<file path="src/rtl/dut_initiator.sv">
// Bus initiator for the OR-combiner: writes operands A and B, polls status, reads the result
// and returns it (or a timeout) on a valid/ready response port.
module dut_initiator #(
    parameter logic [2:0]  A_ADDR      = 3'd0,
    parameter logic [2:0]  B_ADDR      = 3'd5,
    parameter logic [2:0]  STATUS_ADDR = 3'd2,
    parameter logic [2:0]  RESULT_ADDR = 3'd3,
    parameter int unsigned POLL_LIMIT  = 600
) (
    input  logic       CLK,
    input  logic       RST,
    input  logic       cmd_valid,
    output logic       cmd_ready,
    input  logic [7:0] cmd_a,
    input  logic [7:0] cmd_b,
    output logic       res_valid,
    input  logic       res_ready,
    output logic [7:0] res_data,
    output logic       res_timeout,
    output logic [2:0] write_address,
    output logic [7:0] write_data,
    output logic       write_en,
    input  logic       write_rdy,
    output logic [2:0] read_address,
    output logic       read_en,
    input  logic [7:0] read_data,
    input  logic       read_rdy,
    output logic [7:0] txn_count,
    output logic [7:0] timeout_count
);

    typedef enum logic [2:0] {
        StIdle,
        StWrA,
        StWrB,
        StPoll,
        StRdY,
        StResp
    } state_e;

    localparam logic [9:0] PollLast = 10'(POLL_LIMIT - 1);

    state_e     state_q, state_d;
    logic [7:0] a_q, a_d;
    logic [7:0] b_q, b_d;
    logic [7:0] result_q, result_d;
    logic       timeout_q, timeout_d;
    logic [9:0] poll_cnt_q, poll_cnt_d;
    logic [7:0] txn_q, txn_d;
    logic [7:0] tmo_q, tmo_d;

    always_ff @(posedge CLK or posedge RST) begin
        if (RST) begin
            state_q    <= StIdle;
            a_q        <= '0;
            b_q        <= '0;
            result_q   <= '0;
            timeout_q  <= 1'b0;
            poll_cnt_q <= '0;
            txn_q      <= '0;
            tmo_q      <= '0;
        end else begin
            state_q    <= state_d;
            a_q        <= a_d;
            b_q        <= b_d;
            result_q   <= result_d;
            timeout_q  <= timeout_d;
            poll_cnt_q <= poll_cnt_d;
            txn_q      <= txn_d;
            tmo_q      <= tmo_d;
        end
    end

    always_comb begin
        state_d    = state_q;
        a_d        = a_q;
        b_d        = b_q;
        result_d   = result_q;
        timeout_d  = timeout_q;
        poll_cnt_d = poll_cnt_q;
        txn_d      = txn_q;
        tmo_d      = tmo_q;
        unique case (state_q)
            StIdle: begin
                if (cmd_valid) begin
                    a_d     = cmd_a;
                    b_d     = cmd_b;
                    state_d = StWrA;
                end
            end
            StWrA: begin
                if (write_rdy) state_d = StWrB;
            end
            StWrB: begin
                if (write_rdy) begin
                    poll_cnt_d = '0;
                    state_d    = StPoll;
                end
            end
            StPoll: begin
                if (read_rdy) begin
                    if (read_data[0]) begin
                        state_d = StRdY;
                    end else if (poll_cnt_q == PollLast) begin
                        timeout_d = 1'b1;
                        result_d  = '0;
                        state_d   = StResp;
                    end else begin
                        poll_cnt_d = poll_cnt_q + 10'd1;
                    end
                end
            end
            StRdY: begin
                if (read_rdy) begin
                    result_d  = read_data;
                    timeout_d = 1'b0;
                    state_d   = StResp;
                end
            end
            StResp: begin
                if (res_ready) begin
                    txn_d = txn_q + 8'd1;
                    // Timeout counter saturates rather than wrapping.
                    if (timeout_q && (tmo_q != 8'hFF)) tmo_d = tmo_q + 8'd1;
                    state_d = StIdle;
                end
            end
            default: state_d = StIdle;
        endcase
    end

    // Outputs depend on state and registers only; RST gating cmd_ready is the one exception.
    always_comb begin
        cmd_ready     = (state_q == StIdle) && !RST;
        write_en      = 1'b0;
        write_address = '0;
        write_data    = '0;
        read_en       = 1'b0;
        read_address  = '0;
        res_valid     = (state_q == StResp);
        res_data      = result_q;
        res_timeout   = timeout_q;
        unique case (state_q)
            StWrA: begin
                write_en      = 1'b1;
                write_address = A_ADDR;
                write_data    = a_q;
            end
            StWrB: begin
                write_en      = 1'b1;
                write_address = B_ADDR;
                write_data    = b_q;
            end
            StPoll: begin
                read_en      = 1'b1;
                read_address = STATUS_ADDR;
            end
            StRdY: begin
                read_en      = 1'b1;
                read_address = RESULT_ADDR;
            end
            default: ;
        endcase
    end

    assign txn_count     = txn_q;
    assign timeout_count = tmo_q;

endmodule

</file>
<file path="config.mk">
export PLATFORM = sky130hd
export DESIGN_NAME = dut_initiator
export DESIGN_NICKNAME = d
export VERILOG_FILES = /design/src/rtl/dut_initiator.sv
export SDC_FILE = /design/constraint.sdc
export NUM_CORES = 1
export LEC_CHECK = 0
export ABC_AREA = 0
export CAP_MARGIN = 30
export CORE_MARGIN = 1
export CORE_UTILIZATION = 30
export DETAILED_ROUTE_END_ITERATION = 10
export HOLD_SLACK_MARGIN = 0.08
export PLACE_DENSITY_LB_ADDON = 0.05
export SYNTH_ARGS = -nofsm -noshare
export SYNTH_HDL_FRONTEND = slang
export SYNTH_SLANG_ARGS = --single-unit
</file>
<file path="constraint.sdc">
create_clock -name CLK -period 2.2 [get_ports CLK]
set_input_delay 0.44 -clock CLK [delete_from_list [all_inputs] [get_ports CLK]]
set_output_delay 0.44 -clock CLK [all_outputs]
set_load 0.01 [all_outputs]
</file>
After elaboration in Yosys (flattened, before gate mapping)
Index checks and enable logic that the tools add are counted.
- bits of input ports: 30
- logic and storage cells: 71
- output and inout port bits: 43
- flip-flop bits (word level): 54
- muxes and demuxes: 29
- add/sub/neg operators: 3
- reduce and logical (&&, ||, !) cells: 14
- equal/unequal tests: 17
- operator list (operator ; count):
    $mux 10 ; 4
    $mux 8 ; 4
    $pmux 8 s2 ; 2
    $mux 3 ; 9
    $pmux 10 s2 ; 1
    $pmux 3 s6 ; 1
    $add 8x1->8 const B ; 2
    $ne 2x2->1 const B ; 8
    $add 10x1->10 const B ; 1
    $eq 10x10->1 const B ; 1
    $reduce_and 5->1 ; 2
    $ne 8x8->1 const B ; 1
    $reduce_and 7->1 ; 1
    $eq 3x2->1 const B ; 2
    $eq 3x3->1 const B ; 2
    $mux 1 ; 6
    $pmux 2 s2 ; 1
    $reduce_and 2->1 ; 2
    $reduce_bool 2->1 ; 2
    $reduce_or 2->1 ; 2
    $eq 3x1->1 const B ; 1
    $logic_not 3->1 ; 1
    $ne 3x3->1 const B ; 1
    $reduce_and 3->1 ; 1
    other kinds (4) ; 5

Longest topological paths before layout
- depth in word-level cells: 5
- mapped depth: 6
- mapped depth without buffers: 5

Worst setup path after synthesis
No wires, ideal clock.
- kind: register -> output
- start: register state_q[0]
- end: output port write_data[0]
- path buffers: 3
- path slack: 345 ps
- cell stages (with the launch flop): 7
- required time: 1760 ps
- arrival: 1415 ps
- path through: dfrtp_1 -> clkbuf_1 -> buf_2 -> nor2b_1 -> clkbuf_1 -> a22oi_1 -> nor2_1
- word-level cells in the longest chain between the ends: 2
- elaborated cells between the ends (all ways): 3
- classes of those cells: 2 x eq/ne; 1 x mux
- RTL lines (item ; line ; source):
    start, declared ; 43 ; state_e state_q, state_d;
    start signal, assigned ; 54 ; state_q <= StIdle;
    start signal, assigned ; 63 ; state_q <= state_d;
    $eq 3x2->1 / $eq 3x1->1 (equally long branches) ; 143 ; unique case (state_q)
    $pmux 8 s2 (*) ; 143 ;
    end, declared ; 21 ; output logic [7:0] write_data,
Every way passes the cells marked *; elsewhere a longest branch is shown, timed or not.

Final worst setup path
- start: register state_q[0]
- end: output port write_data[7]
The elaborated chain is that of the path after synthesis.

==> impl_metrics.toml <==
[outcome]
status = "finished, final reports clean"

[floorplan]
die_w_um = 97.6
dieArea_um2 = 9520
core_um2 = 8760
io_pins = 73
rows = 34
fp.dieH_um = 97.6
initial_core_util_pct = 31.3

[grt]
grt_pass1_vias = 2228
grt_use_total_pct = 14.4
grt_max_degree = 55
grt_pass1_wl_um = 10900
overflow = 0
grt_antenna_before_repair = 0

[pwr]
p_per_area_nw_per_um2 = 1050
ir_drop_uv = 472
power_leakage_nw = 1.75

[sta]
drv_slew = 0
finClkSkew_ns = 0.00462
slew_headroom_pct = 60.7
max_freq_mhz = 475
rsz0062_at_grt = "yes"
finalCritPeriodShare_pct = 95.8
worst_slew_pin_slew_ns = 0.585
finalWorstSetupSlack_ns = 0.0933
period_needed_ns = 2.11
hold_viol_final = 0
finalSetupTns_ns = 0
hold_ws_ns = 0.473
finalSetupViolCount = 0

[route]
post_drt_wl_per_cell_um = 14.8
finalWirelength_um = 6660
postRouteAntennaNets = 0
routed_via_density = 4.94
dr.pass1.iters = 4
drcViolationCount = 0
num_vias = 2230
drt-initial-drc-count = 132

[placed_design]
dp_cells = 436
place_ws_ns = 0.0509
hpwl_um = 4720
gp_congestion = 0.745
port_buffers = 70

[run]
max_cap_viol_count = 0

[cts]
cts.reportedPaths.clkPinSlew_ns = 0.10
cts_buffer_depth = 2
root_buffer = "clkbuf_8"
ctsHoldBuffers = 0
numCtsBuffers = 5
clk_latency_ns = 0.31
htreeDepth = 2
cts.sinks = 54
cts_tree = "done"

[yosys]
netlist.area_leader.share_pct = 49.3
synth_cells = 251
synth_cell_types = 54
synth_edf_count = 0
async_reset_ff_share_pct = 100
ys.flop_type = "dfrtp_1"
synth_area_um2 = 2740
syn-mean-instance-area_um2 = 10.9
synth_area_leaders = "dfrtp_1 (49%), mux2_2 (7.0%), xnor2_1 (3.5%)"
yosysSeqAreaShare_pct = 49.3
ys_seq_elements = 54
yosysTopAreaCell = "dfrtp_1"
ys_warn_count = 0

[final_layout]
fin_util_pct = 44.0
ff_latch_area_um2 = 1350
area_delta_synth_final_pct = 40.7
fillCellCount = 870
drive_above_1_share_pct = 18.7
final_cells = 451
final_cell_mix = "dfrtp_1 (54), clkdlybuf4s50_1 (54), buf_4 (28)"
multi_input_area_um2 = 1280
nets = 375
diodes = 0

[worst_setup_path]
worstPathMaxFanout = 8
worstPathArrival_ns = 1.67
path_class = "register to output pin"
endpoint_kind = "output pin"
cp.required_ns = 1.76
cp-start-kind = "register"

[worst_hold_path]
hp-class = "register to register"
-- sequential cells by signal, indices dropped and copies added (netlist names) --
register	count
a_q	8
txn_count	8
state_q	3
res_data	8
b_q	8
res_timeout	1
poll_cnt_q	10
timeout_count	8
-- worst max-delay path: stages (launching register included) --
cell and delay [ns]:
dfrtp_1 0.41, nor2b_1 0.14, buf_4 0.17, buf_4 0.14
a22oi_1 0.17, nor2_1 0.05, dlygate4sd2_1 0.28
-- power by group --
group / switching [mW] / total (mW) / internal (mW)
sequential: 0.204 / 1.48 / 1.28
clock: 0.352 / 0.694 / 0.342
combinational: 0.869 / 1.89 / 1.02
total: 1.42 / 4.07 / 2.64
-- final timing paths --
path | from | cells past startpoint | to | slack, ns
setup reg to reg | state_q[0] | 8 | poll_cnt_q[4] | 0.21
hold reg to reg | txn_count[7] | 1 | txn_count[7] | 0.47
setup / recovery | state_q[0] | 6 | write_data[7] | 0.09
min in group asynchronous | RST | 3 | poll_cnt_q[9] | 0.53
hold / removal | txn_count[7] | 1 | txn_count[7] | 0.47
max in group asynchronous | RST | 3 | res_data[7] | 1.42
-- timing repair --
action | 4_1_cts | 5_1_grt
gates resized for setup | 14 | 5
pin swaps | 0 | 0
gates cloned | 0 | 0
buffers inserted | 4 | 3
endpoints found under the setup margin | 15 | 3
-- area by class of cell --
cell class                      instances  area share, %
Sequential cell                        54           35.1
Multi-Input combinational cell        175           33.3
Timing Repair Buffer                  101           24.8
Tap cell                              108           3.51
Clock buffer                            5           1.79
Clock inverter                          3           1.14
Inverter                                5          0.487
-- stage by stage --
stage | total power [mW] | cell area [um2]
after floorplan | 2.50 | 2740
after global routing | 4.34 | 3850
after detailed placement | 3.38 | 3690
after global placement | 3.39 | 3690
final | 4.07 | 3850
after CTS | 4.08 | 3820
-- cells by family after synthesis --
group | synth area share, %
fa+ha+maj | 1.37
xor+xnor | 4.48
flops | 49.3
simple gates | 18.4
mux | 7.35
other cells | 0.137
buf+inv | 4.16
compound gates | 14.8
-- layer usage --
layer | up-vias | share of wire (%) | GRT usage (%)
met5 | - | 0 | 0
met4 | 0 | 1.0 | 4.52
met3 | 6 | 4.4 | 3.60
met2 | 64 | 46 | 23.5
met1 | 1057 | 48 | 18.6
li1 | 1103 | - | -
-- synth_stat cells, types with 3 or more instances --
library cell and count:
dfrtp_1 54, mux2_2 17, nor2_1 16, nand3_1 11, xnor2_1 11, a22oi_1 9, clkbuf_1 9, nand2_1 9
o31ai_1 8, a22o_1 7, o21ai_0 7, a21oi_1 6, nor2b_1 6, and3_1 5, inv_1 5, nand2b_1 5
buf_2 4, buf_4 4, nand4_1 4, nor4_1 4, and2_1 3, ha_1 3, or4_1 3, xor2_1 3
Note: power is estimated with default switching activity, not from simulation.
==> edit 1: new RTL, same flow settings <==
Re-encode `state_e` (6 states) as one-hot, 6 bits wide.
--- a/src/rtl/dut_initiator.sv
+++ b/src/rtl/dut_initiator.sv
@@ -29,13 +29,13 @@
     output logic [7:0] timeout_count
 );
 
-    typedef enum logic [2:0] {
-        StIdle,
-        StWrA,
-        StWrB,
-        StPoll,
-        StRdY,
-        StResp
+    typedef enum logic [5:0] {
+        StIdle = 6'b000001,
+        StWrA  = 6'b000010,
+        StWrB  = 6'b000100,
+        StPoll = 6'b001000,
+        StRdY  = 6'b010000,
+        StResp = 6'b100000
     } state_e;
 
     localparam logic [9:0] PollLast = 10'(POLL_LIMIT - 1);
Check against the original RTL: no difference found for any inputs over 10 cycles, from zero or initial values and one cycle with RST high; not proved beyond that.
==> edit 1 against the unedited design <==
- the run now ends with negative setup slack left
- synthesized area increased by 4.3%
- hold slack lost 0.00093 ns
- worst setup slack worse by 0.19 ns
- cell count increased by 9.5%
- sequential cell count is 3 higher
- total power fell by 14%
- largest cell class unchanged
- clock power up 43%
- global-route usage is 1.0 points higher
- final area up 5.7%
- routed wire length up 2.6%
==> edit 1: results (changes against the unedited design) <==
| Metric | Value |
|---|---|
| Placed cells | `470 (+7.8%)` |
| Via density | `4.70 (-4.9%)` |
| RePlAce Congestion | `0.746 (+0.17%)` |
| Leading cell types by count after synthesis | `dfrtp_1 (56), nand2_1 (29), mux2_2 (19)` |
| CP delay by family, top | `flip-flops` |
| Post-Place Cell Area | `0.00383 mm2 (+3.9%)` |
| CP max-delay cell | `dfstp_2` |
| HPWL after detailed placement | `4800 um (+1.8%)` |
| Netlist Area Pre-Place | `0.00286 mm2 (+4.3%)` |
| Vias | `2,322 (+4.1%)` |
| R2r setup slk | `0.19 ns (-0.02 ns)` |
| Leak pwr | `1.82 nW (+4.1%)` |
| DRT iter0 DRCs | `79 (-40%)` |
| Status | `finished, violations left` |
| Violated checks | `negative setup slack` |
| Layout clock buffer count | `12 (+7)` |
| Inverters | `7 (+2)` |
| Worst R2R Start | `state_q[1]` |
| Setup crit end | `write_data[5]` |
| Final WS setup | `-0.0937 ns (-0.187 ns)` |
| Switch Pwr | `1.01 mW (-29%)` |
| Largest net degree at the start of global routing | `38 (-31%)` |
| Fraction of area in registers | `35.1% (about the same)` |
| Worst-Skew Late Latency | `0.33 ns (+0.02 ns)` |
| H-tree Lvls | `3 (+1)` |
| Area contributors post-synth | `dfrtp_1 (49%), mux2_2 (7.5%), nand2_1 (3.8%)` |
| Critical Path Start | `state_q[0]` |
| Netlist cell types | `50 (-7.4%)` |
| Seq_cells | `57 (+5.6%)` |
| Final setup fails | `4 (+4)` |
## edit 1: changes by cell type after synthesis, sizes merged, moves of 4 or more
cell and change:
nand2 +21, nor2 -9, a22oi -8, o21ai +7, o31ai -7, clkbuf -5, nand4 +5, a31oi +4
nand3 -4
## edit 1: kinds of logic (layout without fill, tap and decap cells)
logic type | Yosys count | after routing | synth area share [%]
flip-flops | 57 | 57 | 50.0
adder cells (fa/ha/maj) | 3 | 3 | 1.31
XOR/XNOR | 15 | 15 | 4.60
buffers and inverters | 21 | 125 | 3.85
AO/OA/AOI/OAI | 50 | 50 | 12.4
other | 1 | 2 | 0.131
multiplexers | 21 | 21 | 8.19
AND/OR/NAND/NOR | 92 | 92 | 19.5
## edit 1: timing repair
item,in CTS,in global routing
resized for setup,59,7
pin swaps,7,5
buffers inserted,7,4
endpoints found under the setup margin,16,22
## edit 1: metal layers
metal	wire (um)	GRT usage, %
met4	48	6.22
met3	286	3.65
met1	3400	21.2
met2	3100	23.2
met5	0	0
==> edit 2: new RTL, same flow settings <==
Made on the original files. Set the parameter `POLL_LIMIT` to 450 (it was 600).
--- a/src/rtl/dut_initiator.sv
+++ b/src/rtl/dut_initiator.sv
@@ -5,7 +5,7 @@
     parameter logic [2:0]  B_ADDR      = 3'd5,
     parameter logic [2:0]  STATUS_ADDR = 3'd2,
     parameter logic [2:0]  RESULT_ADDR = 3'd3,
-    parameter int unsigned POLL_LIMIT  = 600
+    parameter int unsigned POLL_LIMIT  = 450
 ) (
     input  logic       CLK,
     input  logic       RST,
Formal check against the unedited RTL: no difference found for any inputs over 10 cycles, from zero or initial values and one cycle with RST high; that may be too few to reach the edited logic, so the function may still have changed.
==> edit 2 against the unedited design <==
- the run now ends with design-rule violations left
- final area rose by 1.9%
- routed wire length increased by 2.4%
- worst setup slack got worse by 0.025 ns
- sequential cell count stayed put
- synthesized area is 1.3% higher
- synthesized cell count rose by 1.6%
- total power increased by 8.1%
- utilization is 0.41 points higher
- critical path type unchanged
- critical endpoint is now res_valid
- largest cell class unchanged
- largest power group unchanged
==> edit 2: results (changes against the unedited design) <==
| Metric | Value |
|---|---|
| Status | `finished, violations left` |
| Violated checks | `design-rule violations` |
| Antenna diodes | `0 (unchanged)` |
| Reg with most FFs | `poll_cnt_q` |
| Worst Path Arrival | `1.69 ns (+0.02 ns)` |
| Hold EP | `txn_count[7]` |
| Port Buf Inserts | `70 (unchanged)` |
| Setup Skew | `0.0166 ns (+0.0120 ns)` |
| Total track usage | `15.1% (+0.70 points)` |
| Vias in the first global route | `2,269 (+1.8%)` |
| Tcrit/Tclk final | `96.9% (+1.1 points)` |
| Maximum vdd drop | `0.000501 V (+6.1%)` |
| Leading cell types by count after synthesis | `dfrtp_1 (54), mux2_2 (18), nand2_1 (15)` |
| DP Worst Slack | `0.124 ns (+0.0735 ns)` |
| Wire length on met1 | `3370 um (+4.6%)` |
| Placed cells | `443 (+1.6%)` |
| Hold Crit Depth | `1 (unchanged)` |
| Routed wl met3 | `252 um (-14%)` |
| Drc violations | `3 (+3)` |
| Ratio of cells with drive above 1 in the final layout | `22.8% (+4.1 points)` |
| First-pass GRT wire length | `11,500 um (+5.0%)` |
| Via density | `4.98 (+0.64%)` |
| Synth Area per Inst | `10.9 um2 (-0.26%)` |
| Register area share after synthesis | `48.7% (-0.65 points)` |
| CTS clk-pin slew, worst paths | `approximately 0.11 ns` |
| CTS Buf Count | `5 (unchanged)` |
| Critical Path Start | `state_q[2]` |
| First drt pass iteration count | `9 (+5)` |
| Area contributors post-synth | `dfrtp_1 (49%), mux2_2 (7.3%), xnor2_1 (3.5%)` |
| CP max-delay cell | `clkdlybuf4s50_1` |
| Netlist cell types | `59 (+9.3%)` |
| Leak pwr | `1.79 nW (+2.2%)` |
| Reg-to-Reg End | `res_data[5]` |
| P_seq | `1.61 mW (+9%)` |
| Fill cell total of the finished layout | `879 (+1.0%)` |
| Setup crit end | `res_valid` |
| Met2 WL | `3160 um (+2.5%)` |
| Max FO, Critical Path | `6 (-2)` |
| Worst reg2reg path depth | `6 (-2)` |
| Worst R2R Start | `poll_cnt_q[1]` |
| Routed len/inst | `14.9 um (+0.65%)` |
| R2r setup slk | `0.18 ns (-0.03 ns)` |
| Sw frac | `36.2% (+1.2 points)` |
| RePlAce Congestion | `0.758 (+1.7%)` |
| Clock Power Share | `13.3% (-3.8 points)` |
| DRT iter0 DRCs | `114 (-14%)` |
| HPWL after detailed placement | `4950 um (+4.8%)` |
| Final std cells w/o fill | `459 (+1.8%)` |
| Top routing layer used | `met4` |
| Fin nets | `384 (+2.4%)` |
| Max incr delay on CP | `0.54 ns (+0.13 ns)` |
| Worst-Skew Late Latency | `0.31 ns (about the same)` |
[edit 2: cell count changes after synthesis, sizes merged, moves of 4 or more]
| cell | before | now |
|---|---|---|
| a21oi | 6 | 2 |
| a31oi | 2 | 6 |
| o31ai | 8 | 0 |
| and3 | 5 | 9 |
| nand2 | 9 | 15 |
[edit 2: kinds of logic after synthesis]
| kind of cell | count (synthesis) | share of synthesized area [%] |
|---|---|---|
| and+or+nand+nor | 91 | 19.6 |
| DFF | 54 | 48.7 |
| AOI/OAI and AO/OA | 50 | 13.9 |
| buffers and inverters | 22 | 3.79 |
| muxes | 19 | 7.66 |
| xor gates and xnor gates | 14 | 4.42 |
| adders and majority gates | 4 | 1.80 |
| other | 1 | 0.135 |
[edit 2: layer usage]
metal,up-vias,track usage (%)
met2,45,24.3
met3,2,3.15
met4,0,3.79
met1,1120,20.7
li1,1117,-
met5,-,0
[edit 2: area by class of cell]
| type | count | share of cell area (%) |
|---|---|---|
| Clock buffer | 5 | 1.75 |
| Tap cell | 108 | 3.44 |
| Clock inverter | 3 | 0.637 |
| Multi-Input combinational cell | 180 | 34.2 |
| Sequential cell | 54 | 34.5 |
| Timing Repair Buffer | 104 | 25.0 |
| Inverter | 5 | 0.478 |
[edit 2: metrics by stage]
step	hold slack (ns)	setup TNS [ns]	area (um2)	total power [mW]	util, %
6_report	0.483	0	3930	4.40	44.4
5_1_grt	0.513	-0.0234	3930	4.72	44.4
4_1_cts	0.485	-0.0854	3840	4.32	43.4
3_5_place_dp	0.471	0	3740	3.75	42.2
3_3_place_gp	0.462	0	3740	3.74	42.2
2_1_floorplan	0.451	0	2780	2.73	-
[edit 2: timing repair]
action / 4_1_cts / 5_1_grt
gates resized for setup: 16 / 10
endpoints found under the setup margin: 16 / 5
pin swaps: 0 / 0
buffers inserted: 2 / 6
